$ cat src/rtl/sip_accumulator_pkg.sv
// Shared widths and helpers for the SIP accumulator.
// Optional feature macro: SIP_ACC_SAT_EN (saturating adds instead of wrap-around).
// Width macros BITS_SIP_DOT_ADDER, BITS_PARALLEL and BITS_SIP_ACC fall back to defaults
// here when no global parameters file has defined them.

`ifndef BITS_SIP_DOT_ADDER
`define BITS_SIP_DOT_ADDER 16
`endif
`ifndef BITS_PARALLEL
`define BITS_PARALLEL 2
`endif
`ifndef BITS_SIP_ACC
`define BITS_SIP_ACC 32
`endif

package sip_accumulator_pkg;

  localparam int unsigned BitsSipDotAdder = `BITS_SIP_DOT_ADDER;
  localparam int unsigned BitsParallel    = `BITS_PARALLEL;
  localparam int unsigned BitsSipAcc      = `BITS_SIP_ACC;
  localparam int unsigned DefaultCntW     = 3;

  // Largest shift reachable: both chunk indices at their maximum.
  function automatic int unsigned max_shift(int unsigned shift_step, int unsigned cnt_w);
    return shift_step * 2 * ((1 << cnt_w) - 1);
  endfunction

  function automatic int unsigned max_u(int unsigned a, int unsigned b);
    return (a > b) ? a : b;
  endfunction

endpackage

$ cat src/rtl/sip_accumulator_if.sv
// Handshake/data bundle between the SIP dot-adder side and the accumulator.
// slave is the accumulator's view, master the driver/consumer's view.

interface sip_accumulator_if
  import sip_accumulator_pkg::*;
#(
  parameter int unsigned IN_W  = BitsSipDotAdder,
  parameter int unsigned ACC_W = BitsSipAcc,
  parameter int unsigned CNT_W = DefaultCntW
);

  logic                    i_Start;
  logic [CNT_W-1:0]        i_NumA;
  logic [CNT_W-1:0]        i_NumW;
  logic                    i_Valid;
  logic signed [IN_W-1:0]  i_PSum;
  logic                    o_Ready;
  logic                    o_Valid;
  logic signed [ACC_W-1:0] o_Acc;
  logic                    i_OutReady;
  logic                    o_Busy;

  modport master (
    output i_Start, i_NumA, i_NumW, i_Valid, i_PSum, i_OutReady,
    input  o_Ready, o_Valid, o_Acc, o_Busy
  );

  modport slave (
    input  i_Start, i_NumA, i_NumW, i_Valid, i_PSum, i_OutReady,
    output o_Ready, o_Valid, o_Acc, o_Busy
  );

endinterface

$ cat src/rtl/sip_acc_shifter.sv
// Combinational datapath: sign-extend a partial sum, shift it by its chunk significance
// and add it to the running accumulator.
// SIP_ACC_SAT_EN defined: result clamps to the signed ACC_W range; otherwise it wraps.

module sip_acc_shifter
  import sip_accumulator_pkg::*;
#(
  parameter int unsigned IN_W       = BitsSipDotAdder,
  parameter int unsigned ACC_W      = BitsSipAcc,
  parameter int unsigned SHIFT_STEP = BitsParallel,
  parameter int unsigned CNT_W      = DefaultCntW
) (
  input  logic signed [ACC_W-1:0] acc_i,
  input  logic signed [IN_W-1:0]  psum_i,
  input  logic [CNT_W:0]          idx_i,
  output logic signed [ACC_W-1:0] sum_o
);

  // One guard bit above the widest operand keeps the full-precision sum exact.
  localparam int unsigned FullW = max_u(ACC_W, IN_W + max_shift(SHIFT_STEP, CNT_W)) + 1;

  logic [FullW-1:0] psum_ext;
  logic [FullW-1:0] acc_ext;
  logic [FullW-1:0] shifted;
  logic [FullW-1:0] full_sum;
  int unsigned      shamt;

  assign psum_ext = {{(FullW - IN_W){psum_i[IN_W-1]}}, psum_i};
  assign acc_ext  = {{(FullW - ACC_W){acc_i[ACC_W-1]}}, acc_i};

  // Shift the sign-extended partial sum into place and add at full precision.
  always_comb begin
    shamt    = SHIFT_STEP * 32'(idx_i);
    shifted  = psum_ext << shamt;
    full_sum = acc_ext + shifted;
  end

`ifdef SIP_ACC_SAT_EN
  logic ovf;

  // Any disagreement among the bits above the ACC_W sign position means overflow.
  assign ovf = (full_sum[FullW-1:ACC_W-1] != {(FullW - ACC_W + 1){full_sum[FullW-1]}});

  // Clamp toward the sign of the exact result.
  always_comb begin
    sum_o = full_sum[ACC_W-1:0];
    if (ovf) begin
      sum_o = full_sum[FullW-1] ? {1'b1, {(ACC_W - 1){1'b0}}} : {1'b0, {(ACC_W - 1){1'b1}}};
    end
  end
`else
  logic unused_full_hi;

  assign sum_o          = full_sum[ACC_W-1:0];
  assign unused_full_hi = ^full_sum[FullW-1:ACC_W];
`endif

endmodule

$ cat src/rtl/sip_accumulator.sv
// Multi-precision dot-product accumulator behind the SIP dot-adder.
// Accepts one partial sum per (activation chunk, weight chunk) pair, weights it by chunk
// significance and presents the total on a valid/ready output.
// Optional feature macro: SIP_ACC_SAT_EN (handled in sip_acc_shifter).

module sip_accumulator
  import sip_accumulator_pkg::*;
#(
  parameter int unsigned IN_W       = BitsSipDotAdder,
  parameter int unsigned ACC_W      = BitsSipAcc,
  parameter int unsigned SHIFT_STEP = BitsParallel,
  parameter int unsigned CNT_W      = DefaultCntW
) (
  input logic              i_CLK,
  input logic              i_RSTn,
  sip_accumulator_if.slave bus
);

  localparam logic [1:0] EncIdle = 2'd0;
  localparam logic [1:0] EncAcc  = 2'd1;
  localparam logic [1:0] EncOut  = 2'd2;

  typedef enum logic [1:0] {
    StIdle = EncIdle,
    StAcc  = EncAcc,
    StOut  = EncOut
  } state_e;

  state_e                  state_q, state_d;
  logic [CNT_W-1:0]        a_q, a_d;
  logic [CNT_W-1:0]        w_q, w_d;
  logic [CNT_W-1:0]        num_a_q, num_a_d;
  logic [CNT_W-1:0]        num_w_q, num_w_d;
  logic signed [ACC_W-1:0] acc_q, acc_d;
  logic signed [ACC_W-1:0] acc_sum;
  logic [CNT_W:0]          idx;

  // Combined chunk significance of the current beat.
  assign idx = {1'b0, a_q} + {1'b0, w_q};

  sip_acc_shifter #(
    .IN_W      (IN_W),
    .ACC_W     (ACC_W),
    .SHIFT_STEP(SHIFT_STEP),
    .CNT_W     (CNT_W)
  ) u_shifter (
    .acc_i (acc_q),
    .psum_i(bus.i_PSum),
    .idx_i (idx),
    .sum_o (acc_sum)
  );

  // Next-state: pass sequencing, chunk counters (a inner, w outer) and accumulation.
  always_comb begin
    state_d = state_q;
    a_d     = a_q;
    w_d     = w_q;
    num_a_d = num_a_q;
    num_w_d = num_w_q;
    acc_d   = acc_q;
    unique case (state_q)
      StIdle: begin
        if (bus.i_Start) begin
          num_a_d = bus.i_NumA;
          num_w_d = bus.i_NumW;
          a_d     = '0;
          w_d     = '0;
          acc_d   = '0;
          state_d = StAcc;
        end
      end
      StAcc: begin
        // o_Ready is always high here, so i_Valid alone marks an accepted beat.
        if (bus.i_Valid) begin
          acc_d = acc_sum;
          if (a_q == num_a_q) begin
            a_d = '0;
            w_d = w_q + CNT_W'(1);
            if (w_q == num_w_q) begin
              state_d = StOut;
            end
          end else begin
            a_d = a_q + CNT_W'(1);
          end
        end
      end
      StOut: begin
        if (bus.i_OutReady) begin
          state_d = StIdle;
        end
      end
      default: state_d = StIdle;
    endcase
  end

  // State register; reset discards any partial result.
  always_ff @(posedge i_CLK or negedge i_RSTn) begin
    if (!i_RSTn) begin
      state_q <= StIdle;
      a_q     <= '0;
      w_q     <= '0;
      num_a_q <= '0;
      num_w_q <= '0;
      acc_q   <= '0;
    end else begin
      state_q <= state_d;
      a_q     <= a_d;
      w_q     <= w_d;
      num_a_q <= num_a_d;
      num_w_q <= num_w_d;
      acc_q   <= acc_d;
    end
  end

  // Outputs are pure functions of state so reset clears them without waiting for a clock.
  always_comb begin
    bus.o_Ready = (state_q == StAcc);
    bus.o_Valid = (state_q == StOut);
    bus.o_Busy  = (state_q != StIdle);
    bus.o_Acc   = acc_q;
  end

endmodule
$ cat src/flat_wrapper.sv
// flat-port wrapper written by rule: the top's interface ports become plain ports
module sip_accumulator_flat import sip_accumulator_pkg::*;
#(
  parameter int unsigned IN_W       = BitsSipDotAdder,
  parameter int unsigned ACC_W      = BitsSipAcc,
  parameter int unsigned SHIFT_STEP = BitsParallel,
  parameter int unsigned CNT_W      = DefaultCntW
)
  (i_CLK, i_RSTn, bus_i_Start, bus_i_NumA, bus_i_NumW, bus_i_Valid, bus_i_PSum, bus_i_OutReady, bus_o_Ready, bus_o_Valid, bus_o_Acc, bus_o_Busy);
  sip_accumulator_if #(.IN_W(IN_W), .ACC_W(ACC_W), .CNT_W(CNT_W)) bus_i ();
  input logic i_CLK;
  input logic i_RSTn;
  input wire logic [$bits(bus_i.i_Start)-1:0] bus_i_Start;
  input wire logic [$bits(bus_i.i_NumA)-1:0] bus_i_NumA;
  input wire logic [$bits(bus_i.i_NumW)-1:0] bus_i_NumW;
  input wire logic [$bits(bus_i.i_Valid)-1:0] bus_i_Valid;
  input wire logic [$bits(bus_i.i_PSum)-1:0] bus_i_PSum;
  input wire logic [$bits(bus_i.i_OutReady)-1:0] bus_i_OutReady;
  output wire logic [$bits(bus_i.o_Ready)-1:0] bus_o_Ready;
  output wire logic [$bits(bus_i.o_Valid)-1:0] bus_o_Valid;
  output wire logic [$bits(bus_i.o_Acc)-1:0] bus_o_Acc;
  output wire logic [$bits(bus_i.o_Busy)-1:0] bus_o_Busy;
  assign bus_i.i_Start = bus_i_Start;
  assign bus_i.i_NumA = bus_i_NumA;
  assign bus_i.i_NumW = bus_i_NumW;
  assign bus_i.i_Valid = bus_i_Valid;
  assign bus_i.i_PSum = bus_i_PSum;
  assign bus_i.i_OutReady = bus_i_OutReady;
  assign bus_o_Ready = bus_i.o_Ready;
  assign bus_o_Valid = bus_i.o_Valid;
  assign bus_o_Acc = bus_i.o_Acc;
  assign bus_o_Busy = bus_i.o_Busy;
  sip_accumulator #(.IN_W(IN_W), .ACC_W(ACC_W), .SHIFT_STEP(SHIFT_STEP), .CNT_W(CNT_W)) u_core (.i_CLK(i_CLK), .i_RSTn(i_RSTn), .bus(bus_i));
endmodule
$ cat config.mk
export PLATFORM = sky130hd
export DESIGN_NAME = sip_accumulator_flat
export DESIGN_NICKNAME = d
export VERILOG_FILES = /design/src/rtl/sip_accumulator_pkg.sv /design/src/rtl/sip_accumulator_if.sv /design/src/rtl/sip_acc_shifter.sv /design/src/rtl/sip_accumulator.sv /design/src/flat_wrapper.sv
export SDC_FILE = /design/constraint.sdc
export NUM_CORES = 1
export LEC_CHECK = 0
export BUFFER_PORTS_ARGS = -buffer_cell sky130_fd_sc_hd__buf_2
export CAP_MARGIN = 20
export CORE_MARGIN = 3
export CORE_UTILIZATION = 55
export CTS_CLUSTER_SIZE = 28
export DETAILED_ROUTE_END_ITERATION = 8
export GPL_TIMING_DRIVEN = 0
export PLACE_DENSITY = 0.8
export SYNTH_ARGS = -nofsm -noshare
export SYNTH_HDL_FRONTEND = slang
export SYNTH_SLANG_ARGS = --single-unit
$ cat constraint.sdc
create_clock -name i_CLK -period 4.8 [get_ports i_CLK]
set_input_delay 0.72 -clock i_CLK [delete_from_list [all_inputs] [get_ports i_CLK]]
set_output_delay 0.72 -clock i_CLK [all_outputs]
set_load 0.02 [all_outputs]
==> impl_metrics.tcl, run 1 <==
set metrics [dict create \
    die_x_um 94.8 \
    htreeDepth 2 \
    finalSetupViolCount 0 \
    synth_cell_types 54 \
    crit_fanout 10 \
    worstPathRequired_ps 5040 \
    mostFrequentLayoutCells "78 x nand2_1, 64 x buf_2, 54 x nor2_1, 54 x o21ai_0, 53 x a21oi_1" \
    synth_top_cell_by_area "dfrtp_1" \
    ys_ff_latch 46 \
    antenna_found_initial 0 \
    wire_per_inst_um 17.5 \
    drv_cap 0 \
    vias 4409 \
    drv_slew 0 \
    maxSlewHeadroom_pct 56.3 \
    grt_max_degree 47 \
    fin_nets 695 \
    layout_commonest_cell "nand2_1" \
    ys.flop_type "dfrtp_1" \
    synthArstFlopShare_pct 100 \
    antenna_left 0 \
    cp_cell_sequence "ha_2, clkbuf_1, mux2i_2, a21oi_1, mux2i_1, nor2_1, ha_1, clkbuf_2, a21oi_1, nor2b_1, o21ai_0, a22oi_2, a211oi_1, o31a_1, or4_1, nand3_1" \
    core_area_um2 7450 \
    cts_root_buf "clkbuf_8" \
    r2r_start "u_core.w_q[0]" \
    yosysWarningCount 0 \
    tritoncts "built" \
    max_stage_delay_ps 470 \
    syn-num-nets 627 \
    period_share_pct 95.3 \
    worst-slew-pin-transition_ps 656 \
    drt_iter0_drc 343 \
    grt_pass1_vias 4156 \
    rows 31 \
    firstDrtPassIters 5 \
    crit_top_cell "a21oi_1" \
    cp_slowest_cell "dfrtp_2" \
    end_kind "flop" \
    ios 62 \
    pre_cts_slack_ps -292 \
    status "completed" \
    synth-seq-area-share_pct 26.6 \
    syn_avg_cell_area_um2 7.72 \
    cts_buffers 5 \
    vias_per_cell 6.05 \
    setup_slack_ps 227 \
    critPathKind "reg -> reg" \
    place.gp.congestion 0.984 \
    insertion_delay_ps 310 \
    area_delta_synth_final_pct 14.2 \
    syn_area_um2 4330 \
    hold_viol 0 \
    drc 0 \
    worst_setup_path_start_kind "flop" \
    synth_top_area_share_pct 26.6 \
    grt.total_usage_pct 29.2 \
    start_util_pct 58.2 \
    antennaDiodeCount 0 \
    path_clk_slew_ps 90 \
    worst_ep_arrival_time_ps 4820 \
    nFillCells 654 \
    overflow 0 \
    max_freq_mhz 219 \
    cts_sinks 46 \
    fp.dieArea_um2 8980 \
    clockBufferDepth 2 \
    cts_hold_buf 0 \
    ff2ff_path_depth 16 \
    dp_hpwl_mm 9.89 \
    die_h_um 94.8 \
    finClkSkew_ps 11.4 \
    portBuffers 61 \
    rsz0062_at_grt "no" \
    ys_top_cells_by_area "dfrtp_1 27%, ha_1 11%, nand2_1 6.8%" \
    grt_pass1_wl_mm 20.6 \
    hp-class "in -> async" \
    layout-drive-gt1-share_pct 16.5 \
    post-route-min-period_ps 4570 \
    synth_edf_count 0 \
    syn_inst 561 \
    drt-total-wl_mm 12.8 \
    cp-startpoint "u_core.w_q[0]" \
    r2r_setup_slack_ps 230 \
]
-- per-stage QoR --
step           util, %  instance area, um2  hold slack (ps)  TNS (ps)  std cells
3_5_place_dp      63.9                4760              489     -1840        721
3_3_place_gp      63.9                4760              489     -1780        721
6_report          66.4                4950              407         0        729
4_1_cts           65.7                4890              512         0        730
5_1_grt           66.4                4950              430         0        729
2_1_floorplan        -                4330              424         0        561
-- critical path: cells and delay by family (launching register included) --
kind / cells / cell delay (ps)
AOI/OAI and AO/OA: 6 / 1270
and+or+nand+nor: 4 / 790
adders and majority gates: 2 / 720
muxes: 2 / 670
buffers and inverters: 2 / 590
DFF: 1 / 470
-- synthesized netlist by cell type (8+ instances only) --
master,count
ha_1,37
o21ai_0,55
xnor2_1,16
nand2b_1,11
a21o_1,15
inv_1,12
clkbuf_1,25
nor3_1,10
nand3_1,10
mux2i_1,11
dfrtp_1,46
a21oi_1,55
nand2_1,78
a31oi_1,8
nor2b_1,10
nor2_1,54
xor2_1,21
-- cell type report --
type | count | area (um2) | area share [%]
Multi-Input combinational cell | 474 | 3060 | 61.9
Sequential cell | 46 | 1150 | 23.3
Timing Repair Buffer | 64 | 348 | 7.03
Tap cell | 99 | 124 | 2.50
Buffer | 26 | 106 | 2.15
Clock buffer | 5 | 68.8 | 1.39
Inverter | 12 | 47.5 | 0.961
Clock inverter | 3 | 40.0 | 0.809
-- timing repair --
action | in CTS | in global routing
setup buffers | 2 | 0
cloned | 0 | 0
pin swaps | 1 | 0
gates resized for setup | 6 | 13
endpoints found under the setup margin | 12 | 13
-- worst paths after layout --
| check | to |
|---|---|
| worst max register to register | u_core.bus.o_Acc[29] |
| worst min-delay path | u_core.num_w_q[1] |
| min in group i_CLK | u_core.num_a_q[0] |
| max in group asynchronous | u_core.bus.o_Acc[13] |
| worst min register to register | u_core.num_a_q[0] |
| worst max-delay path | u_core.bus.o_Acc[29] |
-- sequential cells by signal, indices dropped and copies added (netlist names) --
| signal | count |
|---|---|
| u_core.num_w_q | 3 |
| u_core.bus.o_Acc | 32 |
| u_core.num_a_q | 3 |
| u_core.state_q | 2 |
| u_core.w_q | 3 |
| u_core.a_q | 3 |
-- kinds of logic after synthesis --
group | Yosys count | share of synthesized area (%)
muxes | 19 | 4.88
buffers and inverters | 41 | 3.61
DFF | 46 | 26.6
AOI/OAI and AO/OA | 177 | 24.7
adders and majority gates | 39 | 11.6
and+or+nand+nor | 202 | 21.2
xor gates and xnor gates | 37 | 7.48
-- routing by layer --
| layer | track usage, % | up-vias | routed length (um) |
|---|---|---|---|
| li1 | - | 2139 | - |
| met4 | 6.49 | 0 | 228 |
| met5 | 0 | - | 0 |
| met1 | 38.5 | 2105 | 5730 |
| met2 | 50.8 | 138 | 6220 |
| met3 | 3.59 | 27 | 581 |
Power of run 1 is not shown: default switching activity piles up to over one toggle a cycle in this logic, so the estimate is an artifact.
==> run 2, diff against run 1 <==
--- a/config.mk
+++ b/config.mk
@@ -5,6 +5,7 @@
 export SDC_FILE = /design/constraint.sdc
 export NUM_CORES = 1
 export LEC_CHECK = 0
+export ABC_AREA = 1
 export BUFFER_PORTS_ARGS = -buffer_cell sky130_fd_sc_hd__buf_2
 export CAP_MARGIN = 20
 export CORE_MARGIN = 3
@@ -12,7 +13,7 @@
 export CTS_CLUSTER_SIZE = 28
 export DETAILED_ROUTE_END_ITERATION = 8
 export GPL_TIMING_DRIVEN = 0
-export PLACE_DENSITY = 0.8
+export PLACE_DENSITY = 0.79
 export SYNTH_ARGS = -nofsm -noshare
 export SYNTH_HDL_FRONTEND = slang
 export SYNTH_SLANG_ARGS = --single-unit
==> run 2 against run 1 <==
Effect of this change: cell count is 39% higher; clock skew about the same; register-to-register slack better by 550 ps; wire length grew 18%; via count is 24% higher; synthesized area increased by 18%; design area increased by 15%; critical path depth is 2 higher; largest cell class unchanged; highest routed layer unchanged.
==> impl_metrics.tcl, run 2 <==
set metrics [dict create \
    worst_setup_path_start_kind "flop" \
    crit_fanout 10 \
    critPathCapture "u_core.bus.o_Acc[27]" \
    rows 34 \
    tns_ps 0 \
    antenna_left 0 \
    highest_layer "met4" \
    drv_cap 0 \
    drc 0 \
    insertion_delay_ps 310 \
    wl_met2_mm 6.82 \
    worst-slew-pin-transition_ps 522 \
    wire_per_inst_um 14.9 \
    hold_viol 0 \
    max_stage_delay_ps 610 \
    start_util_pct 57.5 \
    crit_top_cell "nand2_1" \
    vias 5487 \
    grt_max_degree 47 \
    htreeDepth 2 \
    mostFrequentLayoutCells "313 x nand2_1, 104 x inv_1, 69 x nor2_1" \
    synth-seq-area-share_pct 22.5 \
    place_area_um2 5550 \
    synthTopCellsByCount "313 x nand2_1, 104 x inv_1, 69 x nor2_1" \
    ff2ff_path_depth 18 \
    antennaDiodeCount 0 \
    yosysMostFrequentCell "nand2_1" \
    status "completed" \
    grt_pass1_vias 5002 \
    antenna_found_initial 0 \
    syn_area_um2 5110 \
    cts_sinks 46 \
    ios 62 \
    drt_iter0_drc 364 \
    core_area_um2 8890 \
    finClkSkew_ps 11.9 \
    largest_reg_flops 32 \
    clockBufferDepth 2 \
    cp_cell_sequence "ha_1, inv_1, fa_1, clkbuf_1, o21ai_0, o21ai_0, nor2_1, ha_1, nand2_1, nand2_1, nand2_1, nand2_1, a21oi_1, nor2_1, nor2_1, nand3_1, nand3_1, nand2_1" \
    synthMuxAreaShare_pct 1.62 \
    synth_top_area_share_pct 23.0 \
    portBuffers 61 \
    overflow 0 \
    end_kind "flop" \
    grt.total_usage_pct 29.5 \
    maxSlewHeadroom_pct 64.9 \
    place.gp.congestion 1.02 \
    synth_compound_area_share_pct 14.3 \
    firstDrtPassIters 5 \
    ys_ff_latch 46 \
    ys.flop_type "dfrtp_1" \
    critPathKind "reg -> reg" \
    worstPathRequired_ps 5000 \
    die_x_um 102 \
    synth_xor_area_share_pct 2.06 \
    die_h_um 102 \
    layout-drive-gt1-share_pct 15.2 \
    cts_setup_buffers 0 \
    synthArstFlopShare_pct 100 \
    dp_hpwl_mm 12.4 \
    cp_slowest_cell "fa_1" \
    fin_nets 967 \
    synthSimpleGateAreaFrac_pct 38.4 \
    synth_cell_types 44 \
    finalSetupViolCount 0 \
    syn_inst 832 \
    ys_top_cells_by_area "nand2_1 23%, dfrtp_1 23%, ha_1 9.1%" \
    area_delta_synth_final_pct 10.9 \
    tritoncts "built" \
    cts_hold_buf 0 \
    period_share_pct 83.9 \
    cts_resized 0 \
    yosysWarningCount 0 \
    cts_buffers 5 \
    synth_top_family_by_area "simple AND/OR/NAND/NOR gates" \
    cp-startpoint "u_core.w_q[0]" \
    rsz0062_at_grt "no" \
    post-route-util_pct 63.7 \
    max_freq_mhz 248 \
    fp.dieArea_um2 10500 \
    synth_top_cell_by_area "nand2_1" \
    worst_ep_arrival_time_ps 4230 \
    final_area_um2 5670 \
    hp-class "in -> async" \
    grt_pass1_wl_mm 24.1 \
    synth_adder_area_share_pct 9.84 \
    drt-total-wl_mm 15.1 \
    drv_slew 0 \
    r2r_start "u_core.w_q[0]" \
    wl_met3_mm 1.04 \
    r2r_setup_slack_ps 770 \
    syn_avg_cell_area_um2 6.14 \
    vias_per_cell 5.43 \
    layout_commonest_cell "nand2_1" \
    rr_endpoint "u_core.bus.o_Acc[27]" \
    wl_met1_mm 6.91 \
    post-route-min-period_ps 4030 \
    fin_hold_ws_ps 335 \
    path_clk_slew_ps 110 \
    cts_root_buf "clkbuf_8" \
    syn-num-nets 898 \
    synth_edf_count 0 \
]
==> run 2: cell count changes after synthesis, sizes merged, moves of 10 or more <==
cell,before,now
mux2i,11,0
clkbuf,26,3
nand2,78,328
inv,12,113
buf,3,16
xor2,21,2
o21ai,55,66
a21o,16,3
nor2,54,73
nand3,10,50
nand2b,11,0
nor2b,10,0
a21oi,55,43
==> run 2: worst max-delay path: cells and delay by family (launching register included) <==
kind | cells | cell delay, ps
AOI/OAI and AO/OA | 3 | 840
adders and majority gates | 3 | 1200
buffers and inverters | 2 | 400
DFF | 1 | 480
and+or+nand+nor | 10 | 1000
==> run 2: how the worst min path moves through the flow <==
| stage | from | end | slack (ps) | cells past startpoint |
|---|---|---|---|---|
| 2_1_floorplan | i_RSTn | u_core.a_q[0] | 420 | 0 |
| 3_5_place_dp | u_core.bus.o_Acc[26] | u_core.bus.o_Acc[26] | 500 | 2 |
| 4_1_cts | u_core.bus.o_Acc[26] | u_core.bus.o_Acc[26] | 520 | 2 |
| 6_report | i_RSTn | u_core.w_q[1] | 340 | 1 |
| 3_3_place_gp | u_core.bus.o_Acc[29] | u_core.bus.o_Acc[29] | 490 | 2 |
| 5_1_grt | i_RSTn | u_core.w_q[1] | 330 | 1 |
==> run 2: logic make-up (layout without fill, tap and decap cells) <==
kind of cell / count (synthesis) / count (layout)
mux: 7 / 7
simple gates: 468 / 468
fa+ha+maj: 39 / 39
buf+inv: 132 / 202
xor+xnor: 12 / 12
flops: 46 / 46
compound gates: 128 / 128
==> run 2: area by class of cell <==
type	instances	area, um2
plain buffers	19	150
clock buffers	5	68.8
inverters	113	427
repair buffers	62	325
fillers	876	3220
multi-input cells	654	3380
well taps	108	135
flip-flops and latches	46	1150
clock inverters	3	26.3
==> run 2: metal layers <==
| metal | track usage (%) | vias to the layer above |
|---|---|---|
| li1 | - | 2786 |
| met1 | 40.9 | 2478 |
| met2 | 48.7 | 200 |
| met3 | 4.16 | 23 |
| met4 | 7.16 | 0 |
| met5 | 0 | - |
==> run 2: metrics by stage <==
step           setup slack [ps]  std cells
6_report                    773       1010
5_1_grt                     472       1010
4_1_cts                     815       1009
3_5_place_dp                850       1001
3_3_place_gp                905       1001
2_1_floorplan              1560        832
Power of run 2 is left out for the same reason.
